$ cat config.mk
export PLATFORM = sky130hd
export DESIGN_NAME = ps2_rx_frame_flat
export DESIGN_NICKNAME = d
export VERILOG_FILES = /design/src/rtl/ps2_rx_frame_if.sv /design/src/rtl/ps2_rx_frame.sv /design/src/flat_wrapper.sv
export SDC_FILE = /design/constraint.sdc
export NUM_CORES = 1
export LEC_CHECK = 0
export ABC_AREA = 1
export BUFFER_PORTS_ARGS = -buffer_cell sky130_fd_sc_hd__buf_4
export CORE_UTILIZATION = 55
export DETAILED_ROUTE_END_ITERATION = 10
export PLACE_DENSITY = 0.79
export SYNTH_ARGS = -nofsm -noshare
export SYNTH_HDL_FRONTEND = slang
export SYNTH_SLANG_ARGS = --single-unit
$ cat constraint.sdc
create_clock -name CLOCK_50 -period 3.7 [get_ports CLOCK_50]
set_clock_uncertainty 0.1 [all_clocks]
set_input_delay 0.37 -clock CLOCK_50 [delete_from_list [all_inputs] [get_ports CLOCK_50]]
set_output_delay 0.37 -clock CLOCK_50 [all_outputs]
set_load 0.005 [all_outputs]
$ cat src/rtl/ps2_rx_frame_if.sv
// ps2_rx_frame_if: PS/2 receive pins plus decoded scan-code outputs.
interface ps2_rx_frame_if;
    logic       PS2_CLK;
    logic       PS2_DAT;
    logic [7:0] CODEWORD;
    logic       CODEWORD_VALID;
    logic       FRAME_ERR;
    modport master (output PS2_CLK, PS2_DAT, input CODEWORD, CODEWORD_VALID, FRAME_ERR);
    modport slave  (input PS2_CLK, PS2_DAT, output CODEWORD, CODEWORD_VALID, FRAME_ERR);
endinterface

$ cat src/rtl/ps2_rx_frame.sv
// ps2_rx_frame: deserialises PS/2 device-to-host frames into one-cycle scan-code strobes.
module ps2_rx_frame #(
    parameter int SYNC_STAGES    = 2,
    parameter int FILTER_LEN     = 8,
    parameter int TIMEOUT_CYCLES = 10000
) (
    input logic           CLOCK_50,
    input logic           RESET_N,
    ps2_rx_frame_if.slave bus
);
    localparam int TW = $clog2(TIMEOUT_CYCLES + 1);
    localparam int FW = $clog2(FILTER_LEN + 1);
    typedef enum logic [1:0] {IDLE, DATA, PARITY, STOP} state_t;
    logic [SYNC_STAGES-1:0] clk_sync, dat_sync;
    logic [FW-1:0]          filt_cnt;
    logic                   fclk, fall_p, clk_s, dat_s;
    state_t                 state, state_n;
    logic [2:0]             bit_cnt, bit_cnt_n;
    logic [7:0]             shreg, shreg_n, codeword, codeword_n;
    logic                   pbit, pbit_n, valid, valid_n, err, err_n;
    logic [TW-1:0]          timer, timer_n;
    assign clk_s = clk_sync[SYNC_STAGES-1];
    assign dat_s = dat_sync[SYNC_STAGES-1];
    // fclk only follows the synced clock after FILTER_LEN consecutive differing samples
    always_ff @(posedge CLOCK_50 or negedge RESET_N) begin
        if (!RESET_N) begin
            clk_sync <= '1;
            dat_sync <= '1;
            filt_cnt <= '0;
            fclk     <= 1'b1;
            fall_p   <= 1'b0;
        end else begin
            clk_sync <= {clk_sync[SYNC_STAGES-2:0], bus.PS2_CLK};
            dat_sync <= {dat_sync[SYNC_STAGES-2:0], bus.PS2_DAT};
            fall_p   <= 1'b0;
            if (clk_s == fclk) begin
                filt_cnt <= '0;
            end else if (filt_cnt == FW'(FILTER_LEN - 1)) begin
                fclk     <= clk_s;
                filt_cnt <= '0;
                fall_p   <= fclk;
            end else begin
                filt_cnt <= filt_cnt + FW'(1);
            end
        end
    end
    always_ff @(posedge CLOCK_50 or negedge RESET_N) begin
        if (!RESET_N) begin
            state    <= IDLE;
            bit_cnt  <= '0;
            shreg    <= '0;
            pbit     <= 1'b0;
            timer    <= '0;
            codeword <= '0;
            valid    <= 1'b0;
            err      <= 1'b0;
        end else begin
            state    <= state_n;
            bit_cnt  <= bit_cnt_n;
            shreg    <= shreg_n;
            pbit     <= pbit_n;
            timer    <= timer_n;
            codeword <= codeword_n;
            valid    <= valid_n;
            err      <= err_n;
        end
    end
    always_comb begin
        state_n    = state;
        bit_cnt_n  = bit_cnt;
        shreg_n    = shreg;
        pbit_n     = pbit;
        timer_n    = (timer == TW'(TIMEOUT_CYCLES)) ? timer : timer + TW'(1);
        codeword_n = '0;
        valid_n    = 1'b0;
        err_n      = 1'b0;
        if (state == IDLE) begin
            timer_n = '0;
            if (fall_p) begin
                err_n     = dat_s;
                state_n   = dat_s ? IDLE : DATA;
                bit_cnt_n = '0;
            end
        end else if (fall_p) begin
            timer_n = '0;
            case (state)
                DATA: begin
                    shreg_n   = {dat_s, shreg[7:1]};
                    bit_cnt_n = bit_cnt + 3'd1;
                    state_n   = (bit_cnt == 3'd7) ? PARITY : DATA;
                end
                PARITY: begin
                    pbit_n  = dat_s;
                    state_n = STOP;
                end
                default: begin
                    state_n    = IDLE;
                    valid_n    = dat_s & (^{shreg, pbit});
                    err_n      = ~valid_n;
                    codeword_n = valid_n ? shreg : 8'h00;
                end
            endcase
        end else if (timer == TW'(TIMEOUT_CYCLES)) begin
            err_n   = 1'b1;
            state_n = IDLE;
        end
    end
    assign bus.CODEWORD       = codeword;
    assign bus.CODEWORD_VALID = valid;
    assign bus.FRAME_ERR      = err;
endmodule

$ cat src/flat_wrapper.sv
// flat-port wrapper written by rule: the top's interface ports become plain ports
module ps2_rx_frame_flat 
#(
    parameter int SYNC_STAGES    = 2,
    parameter int FILTER_LEN     = 8,
    parameter int TIMEOUT_CYCLES = 10000
)
  (CLOCK_50, RESET_N, bus_PS2_CLK, bus_PS2_DAT, bus_CODEWORD, bus_CODEWORD_VALID, bus_FRAME_ERR);
  ps2_rx_frame_if bus_i ();
  input logic CLOCK_50;
  input logic RESET_N;
  input wire logic [$bits(bus_i.PS2_CLK)-1:0] bus_PS2_CLK;
  input wire logic [$bits(bus_i.PS2_DAT)-1:0] bus_PS2_DAT;
  output wire logic [$bits(bus_i.CODEWORD)-1:0] bus_CODEWORD;
  output wire logic [$bits(bus_i.CODEWORD_VALID)-1:0] bus_CODEWORD_VALID;
  output wire logic [$bits(bus_i.FRAME_ERR)-1:0] bus_FRAME_ERR;
  assign bus_i.PS2_CLK = bus_PS2_CLK;
  assign bus_i.PS2_DAT = bus_PS2_DAT;
  assign bus_CODEWORD = bus_i.CODEWORD;
  assign bus_CODEWORD_VALID = bus_i.CODEWORD_VALID;
  assign bus_FRAME_ERR = bus_i.FRAME_ERR;
  ps2_rx_frame #(.SYNC_STAGES(SYNC_STAGES), .FILTER_LEN(FILTER_LEN), .TIMEOUT_CYCLES(TIMEOUT_CYCLES)) u_core (.CLOCK_50(CLOCK_50), .RESET_N(RESET_N), .bus(bus_i));
endmodule
==> results.txt <==
The run finished with clean final reports. The Yosys warning count is 0. The number of hold violations in the final report was 0. After detailed routing, the number of remaining DRC violations is 0. The die outline height came out at 66.56 um.

Summed over all nets, the half-perimeter wirelength after detailed placement is 2697 um. The share of the cycle needed by the critical path after routing is 0.5078. The maximum fanout count along the critical path is 10. Relative to the synthesized area, the layout overhead comes to 11.08%. The worst-case vdd ir drop is 221.2 uV, and the power density over the cells is 375.0 mW/mm2. For the sequential cell fraction of total power, the log shows 0.592. The switching share of power is 0.2407, and the critical path buffer and inverter count is 2.

The first routing iteration left 125 violations. The maximum number of pins on one net before global-route repair is 49. Once placement completed, the tool counted placed cells totaling 314. In this run the remaining antenna-violating nets after routing total 0.

The number of antenna violations at the first check in global routing is 0, and the flip-flop and latch count after synthesis is 48. The combined area of all synthesized cells is 0.002292 mm2, and the total setup buffers inserted after CTS is 0. The register clock-pin slew on the reported worst setup and hold paths is 0.09 ns, and the clock sink count is 48. For this design the total switching power over the nets is 229.8 uW. The total leakage power was 0.001188 uW; the setup TNS after final layout was 0 ns. The share of final-layout standard cells stronger than drive strength 1 was 0.1722. Number of pins exceeding their max-slew limit in the final report: 0. A synthesized cell averages 9.024 um2.

The post-synthesis sequential area ratio was 0.5267; the number of diodes was 0. The total wirelength of the detailed-routed design came out at 3797 um. The first global-routing pass estimated 6417 um of wire. Critical path class: flop to flop.

At the later pin of the worst-skew pair, clock insertion delay measures 0.30 ns. The final hold slack was 0.06448 ns. The tools report the origin of the worst min-delay path as bus_PS2_DAT.

The actual transition at the worst max-transition pin was 0.5855 ns. The final critical path time including I/O delays and setup is 1.879 ns. Based on the critical path, the design can be clocked at up to 0.5322 GHz.

The relative max-transition margin is 0.6097. The number of global-route vias before repair is 1515, and the count of TritonRoute iterations in the first routing pass is 4. The logs give 0.004000 mm2 for the placeable core region and 284 for the post-layout net count.

The count of endpoints failing setup in the final report was 0. Power comes to 954.9 uW. Setup repair after global routing left no endpoint under its margin.

For this design, the slowest cell found on the critical path is sky130_fd_sc_hd__dfrtp_1. TritonCTS built the clock tree. In the layout the commonest cells are sky130_fd_sc_hd__nand2_1 (51), sky130_fd_sc_hd__dfrtp_1 (43), sky130_fd_sc_hd__inv_1 (34). The final worst setup slack was 1.821 ns. For the die area, the log shows 0.004430 mm2. For the total nets after synthesis, the log shows 266.

Most common library cell in the layout ignoring fill and taps: sky130_fd_sc_hd__nand2_1. Max-cap violations in this run came to 0. The congestion estimate from routability-driven global placement came to 0.8495. Clock tree buffer depth: 2.

The cell family with the largest share of critical-path delay was compound AO/OA/AOI/OAI gates. For this run the aggregate overflow at the end of global routing stands at 0. Worst min-delay path class: primary input to flop. The initial core utilization came out at 0.5730. For the post-place setup slack, the log shows 1.850 ns. The arrival time at the worst endpoint was 1.98 ns. Tracing the worst setup path back leads to its startpoint at u_core.state[0]. The run gives 323 as the number of standard cells in the final layout excluding fillers. The tools report the kind of launch point of the worst setup path as a flop. For the number of cells produced by synthesis, the log shows 254. The logs give 0.063 for the combinational cell fraction of total power and 0.1962 for the global router's overall resource usage. The ratio of routed vias to standard cells was 5.136. The internal power summed over all cells is 725.1 uW.

The clock share of power was 0.345; the routed wirelength normalized by instance count was 11.76 um. In this run, CTS created clock tree buffers numbering 5. The die span in x was 66.56 um.

STA classifies the critical path endpoint as a flop. The cell sitting at the root of the clock tree is a sky130_fd_sc_hd__clkbuf_8. The H-tree generated during clock tree synthesis spans 2 levels. The delay of the slowest critical-path stage was 0.40 ns; the placement row count was 23. The logs give 1659 for the number of vias after detailed routing and 0 for the post-cts repair resize count.

The hold buffer count at CTS was 1; the number of library cell types mapped by synthesis was 29. Walking the worst path, the cells encountered are inv_1 -> ha_1 -> inv_1 -> o21ai_0 -> o21ai_0 -> o21a_1. Number of buffers inserted by port buffering: 13.

The required time at the worst-slack endpoint came out at 3.81 ns. The startpoint identified for the worst register-to-register timing path is u_core.state[0]. 14 I/O pins were placed.
## final cells by class
type / count / area (um2)
sequential: 48 / 1207
tap: 50 / 62.56
inverter: 39 / 146.4
timing repair buffer: 14 / 107.6
clock inverter: 2 / 15.01
clock buffer: 6 / 82.58
fill: 323 / 1454
multi-input combinational: 164 / 924.6
## sequential cells by signal (all words and copies together), names as in the netlist
name and count:
u_core.bit_cnt 3, u_core.bus.CODEWORD 8, u_core.bus.CODEWORD_VALID 1, u_core.bus.FRAME_ERR 1, u_core.clk_sync 2, u_core.dat_sync 2, u_core.fall_p 1, u_core.fclk 1
u_core.filt_cnt 4, u_core.pbit 1, u_core.shreg 8, u_core.state 2, u_core.timer 14
## final timing paths
check / endpoint / slack [ns] / cells after the start
min reg2reg: u_core.clk_sync[1] / 0.26 / 0
max: u_core.bit_cnt[0] / 1.82 / 6
max in group asynchronous: u_core.bus.CODEWORD[2] / 2.60 / 2
max reg2reg: u_core.bit_cnt[0] / 1.82 / 6
min: u_core.dat_sync[0] / 0.06 / 1
min in group asynchronous: u_core.timer[13] / 0.50 / 2
## synth_stat cells (all sizes together)
master,count,area [um2]
a21oi,7,35.03
nand3,16,80.08
buf,2,10.01
dfrtp,43,1076
o21ai,18,90.09
inv,39,146.4
dfstp,5,131.4
a31oi,2,12.51
xor2,5,43.79
xnor2,6,52.55
nand4,3,40.04
ha,8,100.1
or2,1,6.260
o21a,1,7.510
nor2,28,122.6
nand2,53,203.9
a211oi,1,12.51
nor4,1,6.260
clkbuf,1,3.750
nand3b,2,15.01
nor3,12,96.35
## kinds of logic after synthesis
group                      share of synthesized area
and+or+nand+nor                               0.2489
DFF                                           0.5267
buffers and inverters                        0.06987
AOI/OAI and AO/OA                            0.06878
xor gates and xnor gates                     0.04203
adders and majority gates                    0.04367
## power groups by stage
stage	clock, uW	sequential [uW]	combinational (uW)
5_1_grt	361	568	71.5
6_report	330	565	60.1
2_1_floorplan	0	572	40.1
4_1_cts	337	565	61.2
3_5_place_dp	0	575	59.6
3_3_place_gp	0	575	58.3
## routing by layer
metal	track usage	share of wire	up-vias
li1	-	-	840
met1	0.2612	0.50	768
met2	0.3005	0.44	41
met3	0.05308	0.043	10
met4	0.08245	0.022	0
met5	0	0	-
## metrics by stage
step	area [um2]	util
finish	2546	0.6365
global route	2546	0.6365
CTS	2546	0.6365
detailed placement	2439	0.6096
global placement	2439	0.6096
floorplan	2292	-
No activity file was read; power rests on OpenSTA's default activity.
